### src/rtl/thresh_param_loader.sv
// UART-fed threshold loader: parses A5/CMD/payload/XOR packets and commits
// new hue/sat/val/select parameters to the image-processing conduits atomically.
module thresh_param_loader #(
    parameter int unsigned   TIMEOUT_CYCLES = 5000000,
    parameter logic [143:0]  HUE_DEFAULT    = 144'h0,
    parameter logic [7:0]    SAT_DEFAULT    = 8'd80,
    parameter logic [7:0]    VAL_DEFAULT    = 8'd60
) (
    input  logic           clk,
    input  logic           reset,
    input  logic [7:0]     rx_data,
    input  logic           rx_valid,
    output logic           rx_ready,
    output logic [143:0]   threshue,
    output logic [7:0]     threshsat,
    output logic [7:0]     threshval,
    output logic [3:0]     thresholdsig,
    output logic           mode_1,
    output logic           update_pulse,
    output logic [7:0]     err_cnt
);

    localparam int unsigned TW        = (TIMEOUT_CYCLES > 1) ? $clog2(TIMEOUT_CYCLES + 1) : 1;
    localparam int unsigned CW        = 5;
    localparam int unsigned HUE_W     = 144;
    localparam logic [7:0]  HDR_BYTE  = 8'hA5;
    localparam logic [7:0]  CMD_HUE   = 8'h01;
    localparam logic [7:0]  CMD_SV    = 8'h02;
    localparam logic [7:0]  CMD_SIG   = 8'h03;
    localparam logic [TW-1:0] TMO_LAST = TW'(TIMEOUT_CYCLES - 1);

    typedef enum logic [2:0] {
        IDLE,
        CMD,
        PAYLOAD,
        CHECK,
        COMMIT
    } state_t;

    state_t              state_q, state_d;
    logic [HUE_W-1:0]    stage_q;
    logic [7:0]          xor_q;
    logic [7:0]          cmd_q;
    logic [CW-1:0]       cnt_q;
    logic [TW-1:0]       tmo_q;

    logic                accept_c;
    logic                tmo_hit_c;
    logic                err_c;
    logic                cmd_ok_c;
    logic [CW-1:0]       cmd_len_c;

    // Payload length per command; zero marks an unknown command.
    always_comb begin
        cmd_len_c = '0;
        unique case (rx_data)
            CMD_HUE: cmd_len_c = CW'(18);
            CMD_SV:  cmd_len_c = CW'(2);
            CMD_SIG: cmd_len_c = CW'(1);
            default: cmd_len_c = '0;
        endcase
        cmd_ok_c = (cmd_len_c != '0);
    end

    assign accept_c  = rx_valid && rx_ready;
    assign tmo_hit_c = (tmo_q == TMO_LAST);

    // Next-state logic; an accepted byte always wins over a timeout.
    always_comb begin
        state_d = state_q;
        err_c   = 1'b0;
        unique case (state_q)
            IDLE: begin
                if (accept_c && rx_data == HDR_BYTE) state_d = CMD;
            end
            CMD: begin
                if (accept_c) begin
                    if (cmd_ok_c) begin
                        state_d = PAYLOAD;
                    end else begin
                        state_d = IDLE;
                        err_c   = 1'b1;
                    end
                end else if (tmo_hit_c) begin
                    state_d = IDLE;
                    err_c   = 1'b1;
                end
            end
            PAYLOAD: begin
                if (accept_c) begin
                    if (cnt_q == CW'(1)) state_d = CHECK;
                end else if (tmo_hit_c) begin
                    state_d = IDLE;
                    err_c   = 1'b1;
                end
            end
            CHECK: begin
                if (accept_c) begin
                    if (rx_data == xor_q) begin
                        state_d = COMMIT;
                    end else begin
                        state_d = IDLE;
                        err_c   = 1'b1;
                    end
                end else if (tmo_hit_c) begin
                    state_d = IDLE;
                    err_c   = 1'b1;
                end
            end
            COMMIT: begin
                state_d = IDLE;
            end
            default: begin
                state_d = IDLE;
            end
        endcase
    end

    // State register plus ready/pulse flags derived from the next state.
    always_ff @(posedge clk) begin
        if (reset) begin
            state_q      <= IDLE;
            rx_ready     <= 1'b1;
            update_pulse <= 1'b0;
        end else begin
            state_q      <= state_d;
            rx_ready     <= (state_d != COMMIT);
            update_pulse <= (state_q == COMMIT);
        end
    end

    // Idle-gap counter: runs only while a packet is partially received.
    always_ff @(posedge clk) begin
        if (reset) begin
            tmo_q <= '0;
        end else if (accept_c || state_d == IDLE || state_d == COMMIT) begin
            tmo_q <= '0;
        end else begin
            tmo_q <= tmo_q + TW'(1);
        end
    end

    // Staging path: payload shifts in MSB-first, checksum accumulates over CMD+payload.
    always_ff @(posedge clk) begin
        if (reset) begin
            stage_q <= '0;
            xor_q   <= '0;
            cmd_q   <= '0;
            cnt_q   <= '0;
        end else if (state_d == IDLE) begin
            stage_q <= '0;
            xor_q   <= '0;
            cmd_q   <= '0;
            cnt_q   <= '0;
        end else if (accept_c) begin
            if (state_q == CMD) begin
                cmd_q <= rx_data;
                xor_q <= rx_data;
                cnt_q <= cmd_len_c;
            end else if (state_q == PAYLOAD) begin
                stage_q <= {stage_q[HUE_W-9:0], rx_data};
                xor_q   <= xor_q ^ rx_data;
                cnt_q   <= cnt_q - CW'(1);
            end
        end
    end

    // Committed parameter registers; only the addressed fields change.
    always_ff @(posedge clk) begin
        if (reset) begin
            threshue     <= HUE_DEFAULT;
            threshsat    <= SAT_DEFAULT;
            threshval    <= VAL_DEFAULT;
            thresholdsig <= '0;
            mode_1       <= 1'b0;
        end else if (state_q == COMMIT) begin
            unique case (cmd_q)
                CMD_HUE: threshue <= stage_q;
                CMD_SV: begin
                    threshsat <= stage_q[15:8];
                    threshval <= stage_q[7:0];
                end
                CMD_SIG: begin
                    thresholdsig <= stage_q[3:0];
                    mode_1       <= stage_q[4];
                end
                default: ;
            endcase
        end
    end

    // Saturating count of rejected and aborted packets.
    always_ff @(posedge clk) begin
        if (reset) begin
            err_cnt <= '0;
        end else if (err_c && err_cnt != 8'hFF) begin
            err_cnt <= err_cnt + 8'd1;
        end
    end

endmodule

### config.mk
export PLATFORM = sky130hd
export DESIGN_NAME = thresh_param_loader
export DESIGN_NICKNAME = d
export VERILOG_FILES = /design/src/rtl/thresh_param_loader.sv
export SDC_FILE = /design/constraint.sdc
export NUM_CORES = 1
export LEC_CHECK = 0
export BUFFER_PORTS_ARGS = -buffer_cell sky130_fd_sc_hd__buf_2
export CAP_MARGIN = 15
export CORE_MARGIN = 2
export CORE_UTILIZATION = 40
export CTS_BUF_LIST = sky130_fd_sc_hd__clkbuf_8
export DETAILED_ROUTE_END_ITERATION = 10
export SLEW_MARGIN = 20
export SYNTH_ARGS = -nofsm -noshare
export SYNTH_HDL_FRONTEND = slang
export SYNTH_SLANG_ARGS = --single-unit
### constraint.sdc
create_clock -name clk -period 3.75 [get_ports clk]
set_clock_uncertainty 0.1 [all_clocks]
set_input_delay 0.75 -clock clk [delete_from_list [all_inputs] [get_ports clk]]
set_output_delay 0.75 -clock clk [all_outputs]
set_load 0.005 [all_outputs]
==> results.rst <==
.. list-table::
   :header-rows: 1

   * - Metric
     - Value
   * - Starting density of the core
     - roughly two fifths
   * - Critical path data required time
     - 4.18 ns
   * - Post-synth EDFFs
     - 0
   * - Shortest clock period the worst path allows after layout
     - around 2.6 ns
   * - Share of total power in combinational logic
     - less than 1%
   * - Critical Path, Cell by Cell
     - nor3b_2 > and2_1 > a31oi_1 > o311ai_1 > o21bai_4 > buf_12 > a21oi_2
   * - Final max-slew violation count
     - 0
   * - Number of endpoints with negative hold slack in the final report
     - 0
   * - Cells after synthesis
     - 1658
   * - Max_slew headroom
     - 48.9%
   * - Placer's final routability congestion estimate
     - 0.821
   * - Switch share
     - a little over a fifth
   * - Leakage dissipation
     - 5.64 nW
   * - Overall via count from detail_route
     - about 11000
   * - Clock share of power
     - a little under half
   * - Peak VDD IR
     - roughly 0.00034 V
   * - Maximum number of pins on one net before global-route repair
     - roughly 150
   * - Root buffer selected by CTS
     - clkbuf_8
   * - Max Cap Violations
     - 0
   * - Mapped Area
     - between 10000 and 15000 µm²
   * - Final global-route overflow total
     - 0
   * - Classification of the worst-slack hold path
     - flop to flop
   * - Diodes inserted
     - 0
   * - Largest area contributor in the netlist
     - dfxtp_1
   * - Final-layout worst hold slack
     - approximately 0.35 ns
   * - Row count
     - 68
   * - Switching power of the nets
     - between 1.5 and 2 mW
   * - Setup-violating endpoint count in the final report
     - 0
   * - Crit path largest cell delay
     - approximately 0.50 ns
   * - Number of DRC markers after the initial detailed-route iteration
     - about 660
   * - Number of cells in the finished layout apart from fillers
     - 2305
   * - Avg Cell Area, Syn
     - between 8 and 9 µm²
   * - Clock net sink count
     - 366
   * - Detail Placement HPWL
     - roughly 22000 µm
   * - Vias per inst
     - ~5
   * - Number of cells after detailed placement
     - 2197
   * - Layout overhead on the synthesized area
     - 16.6%
   * - Number of gates resized after CTS
     - 0
   * - Share of power burned in registers
     - 52.8%
   * - Port Buf Inserts
     - roughly 190
   * - Setup TNS
     - 0 ns
   * - Yosys warnings
     - 0
   * - Share of synthesized registers carrying an async set or reset
     - 0%
   * - Fin area
     - 16200 µm²
   * - Unrepaired setup endpoints after global routing
     - false
   * - Die outline height
     - approximately 190 µm
   * - Post-synthesis net count
     - around 1700
   * - Proportion of synthesized chip area in sequential cells
     - roughly 53%
   * - Post-synthesis register bit count
     - around 370
   * - Count of nets after finishing
     - 1819
   * - Top flip-flop cell by instance count after synthesis
     - dfxtp_1
   * - Remaining antenna violation count
     - 0
   * - Clock input transition at the sequential cells of the worst setup and hold paths
     - about 0.060 ns
   * - Clock tree buffer depth
     - 3
   * - Post-layout util
     - between 40% and 50%
   * - Initial antenna violation count
     - 1
   * - Largest driver fanout on the critical path
     - 66
   * - Setup WS post-layout
     - about 1.1 ns
   * - Number of CTS-inserted buffers
     - 60
   * - Wire length of the first global-routing pass
     - 56100 µm
   * - Critical Path Sink Type
     - flop
   * - Worst path slowest cell
     - and2_1
   * - Global-route usage over all layers
     - 18.8%
   * - Critical path class
     - flop to flop
   * - Number of H-tree branching levels
     - 2
   * - Total power consumption of the routed design
     - 7.37 mW
   * - Final period util
     - 70.0%
   * - Number of remaining DRC errors
     - 0
   * - Run status
     - complete, no violations
   * - TritonCTS clock tree
     - yes
   * - Worst slack at placement
     - 0.892 ns
   * - PD cells
     - between 400 and 500 nW/µm²
   * - Transition at the pin with the smallest max-transition slack
     - approximately 0.76 ns
   * - Placement-stage cell area
     - between 15000 and 20000 µm²
   * - Number of fillers in the final layout
     - between 3000 and 4000
   * - Share of layout cells above drive strength 1
     - approximately a quarter
   * - WL final
     - about 35000 µm
   * - Largest cells by area after synthesis
     - dfxtp_1 (53%), nand2_1 (17%), a21oi_2 (9.4%)
   * - Avg WL per Cell
     - between 15 and 20 µm
   * - Overall die area
     - about 36000 µm²
   * - Data arrival time of the critical path
     - slightly above 3 ns
   * - Top-area cell type share of the netlist area
     - between 50% and 60%
   * - # IOs
     - between 150 and 200
   * - Type of origin of the critical path
     - flop
   * - Peak clock frequency supported by timing
     - 381 MHz
   * - Internal power component
     - ~5.8 mW
   * - # Post-CTS Setup Buffers
     - 0
   * - Yosys cell types
     - 54
   * - Standard cell core area
     - ~34000 µm²
   * - Width of the chip
     - between 150 and 200 µm
   * - Via count of the first global-routing pass
     - 10835
   * - Hold buffer count at CTS
     - 0
   * - Drt first pass iters
     - 5
   * - Insertion delay of the later-clocked pin in the worst-skew pair
     - 0.62 ns
-- layer usage --
metal | routed length (µm) | vias to the layer above | GRT usage (%)
li1 | - | 5712 | -
met1 | 16200 | 5316 | 25.6
met2 | 16000 | 261 | 30.3
met3 | 1690 | 62 | 3.55
met4 | 776 | 0 | 5.72
met5 | 0 | - | 0
-- final timing paths --
kind | start | end | slack [ns] | cells past startpoint
setup reg to reg | state_q[0]$_SDFF_PP0_ | stage_q[36]$_SDFFE_PP0P_ | 1.12 | 7
hold reg to reg | threshue[75]$_SDFFE_PP0P_ | threshue[75]$_SDFFE_PP0P_ | 0.35 | 2
setup / recovery | state_q[0]$_SDFF_PP0_ | stage_q[36]$_SDFFE_PP0P_ | 1.12 | 7
hold / removal | threshue[75]$_SDFFE_PP0P_ | threshue[75]$_SDFFE_PP0P_ | 0.35 | 2
-- cell type report --
| type | instances | area [µm²] | share of cell area, % |
|---|---|---|---|
| clock inverters | 29 | 125 | 0.771 |
| clock buffers | 79 | 1090 | 6.70 |
| repair buffers | 198 | 1090 | 6.73 |
| multi-input cells | 1171 | 6010 | 37.0 |
| inverters | 7 | 26.3 | 0.162 |
| flip-flops and latches | 366 | 7330 | 45.1 |
| well taps | 455 | 569 | 3.51 |
-- layout by cell type (no fill, tap or decap), types with 4 or more instances in the layout --
cell type and count:
nand2_1 640, dfxtp_1 366, buf_2 184, a21oi_1 170, a21oi_2 150, clkbuf_8 79
nor2_1 56, inv_1 30, xor2_1 24, nand3_1 14, xnor2_1 10, a32oi_1 8
nand3b_1 8, buf_4 8, nor3_1 6, o21ai_0 6, and3_1 6, mux2i_1 6
nand4_1 6, or3_1 5, buf_12 5, and2_1 4, a31oi_1 4, ha_1 4
-- critical path, delay by kind of cell, from the launching register on --
| kind | cells | cell delay (ns) |
|---|---|---|
| AO/OA/AOI/OAI | 4 | 0.72 |
| buffers and inverters | 1 | 0.25 |
| AND/OR/NAND/NOR | 2 | 0.99 |
| flip-flops | 1 | 0.42 |
-- power groups by stage --
stage / Sequential (mW) / Combinational (mW) / Clock (mW)
after detailed placement: 3.97 / 0.0657 / 0
after global routing: 3.89 / 0.0713 / 3.70
after global placement: 3.97 / 0.0656 / 0
after floorplan: 3.97 / 0.0433 / 0
after CTS: 3.89 / 0.0660 / 3.52
final: 3.89 / 0.0653 / 3.42
-- synthesized netlist by cell type (all sizes together), types with 7 or more instances --
| cell | number |
|---|---|
| a21oi | 320 |
| a32oi | 8 |
| buf | 41 |
| clkbuf | 73 |
| dfxtp | 366 |
| inv | 7 |
| nand2 | 640 |
| nand3 | 15 |
| nand3b | 8 |
| nor2 | 58 |
| o21ai | 7 |
| xnor2 | 10 |
| xor2 | 24 |
-- sequential cells by signal, summed over array words and instances (netlist names) --
name / cells
threshue: 144
err_cnt: 8
rx_ready: 1
tmo_q: 23
threshsat: 8
state_q: 3
stage_q: 144
threshval: 8
mode_1: 1
cmd_q: 8
cnt_q: 5
thresholdsig: 4
update_pulse: 1
xor_q: 8
-- cell families (layout without fill, tap and decap cells) --
kind of cell | Yosys count | in the layout | share of synthesized area (%)
flip-flops | 366 | 366 | 52.6
multiplexers | 6 | 6 | 0.431
AO/OA/AOI/OAI | 351 | 351 | 17.3
buffers and inverters | 121 | 313 | 4.43
AND/OR/NAND/NOR | 776 | 776 | 22.7
XOR/XNOR | 34 | 34 | 2.14
adder cells (fa/ha/maj) | 4 | 4 | 0.359
(Power assumes the default switching activity.)
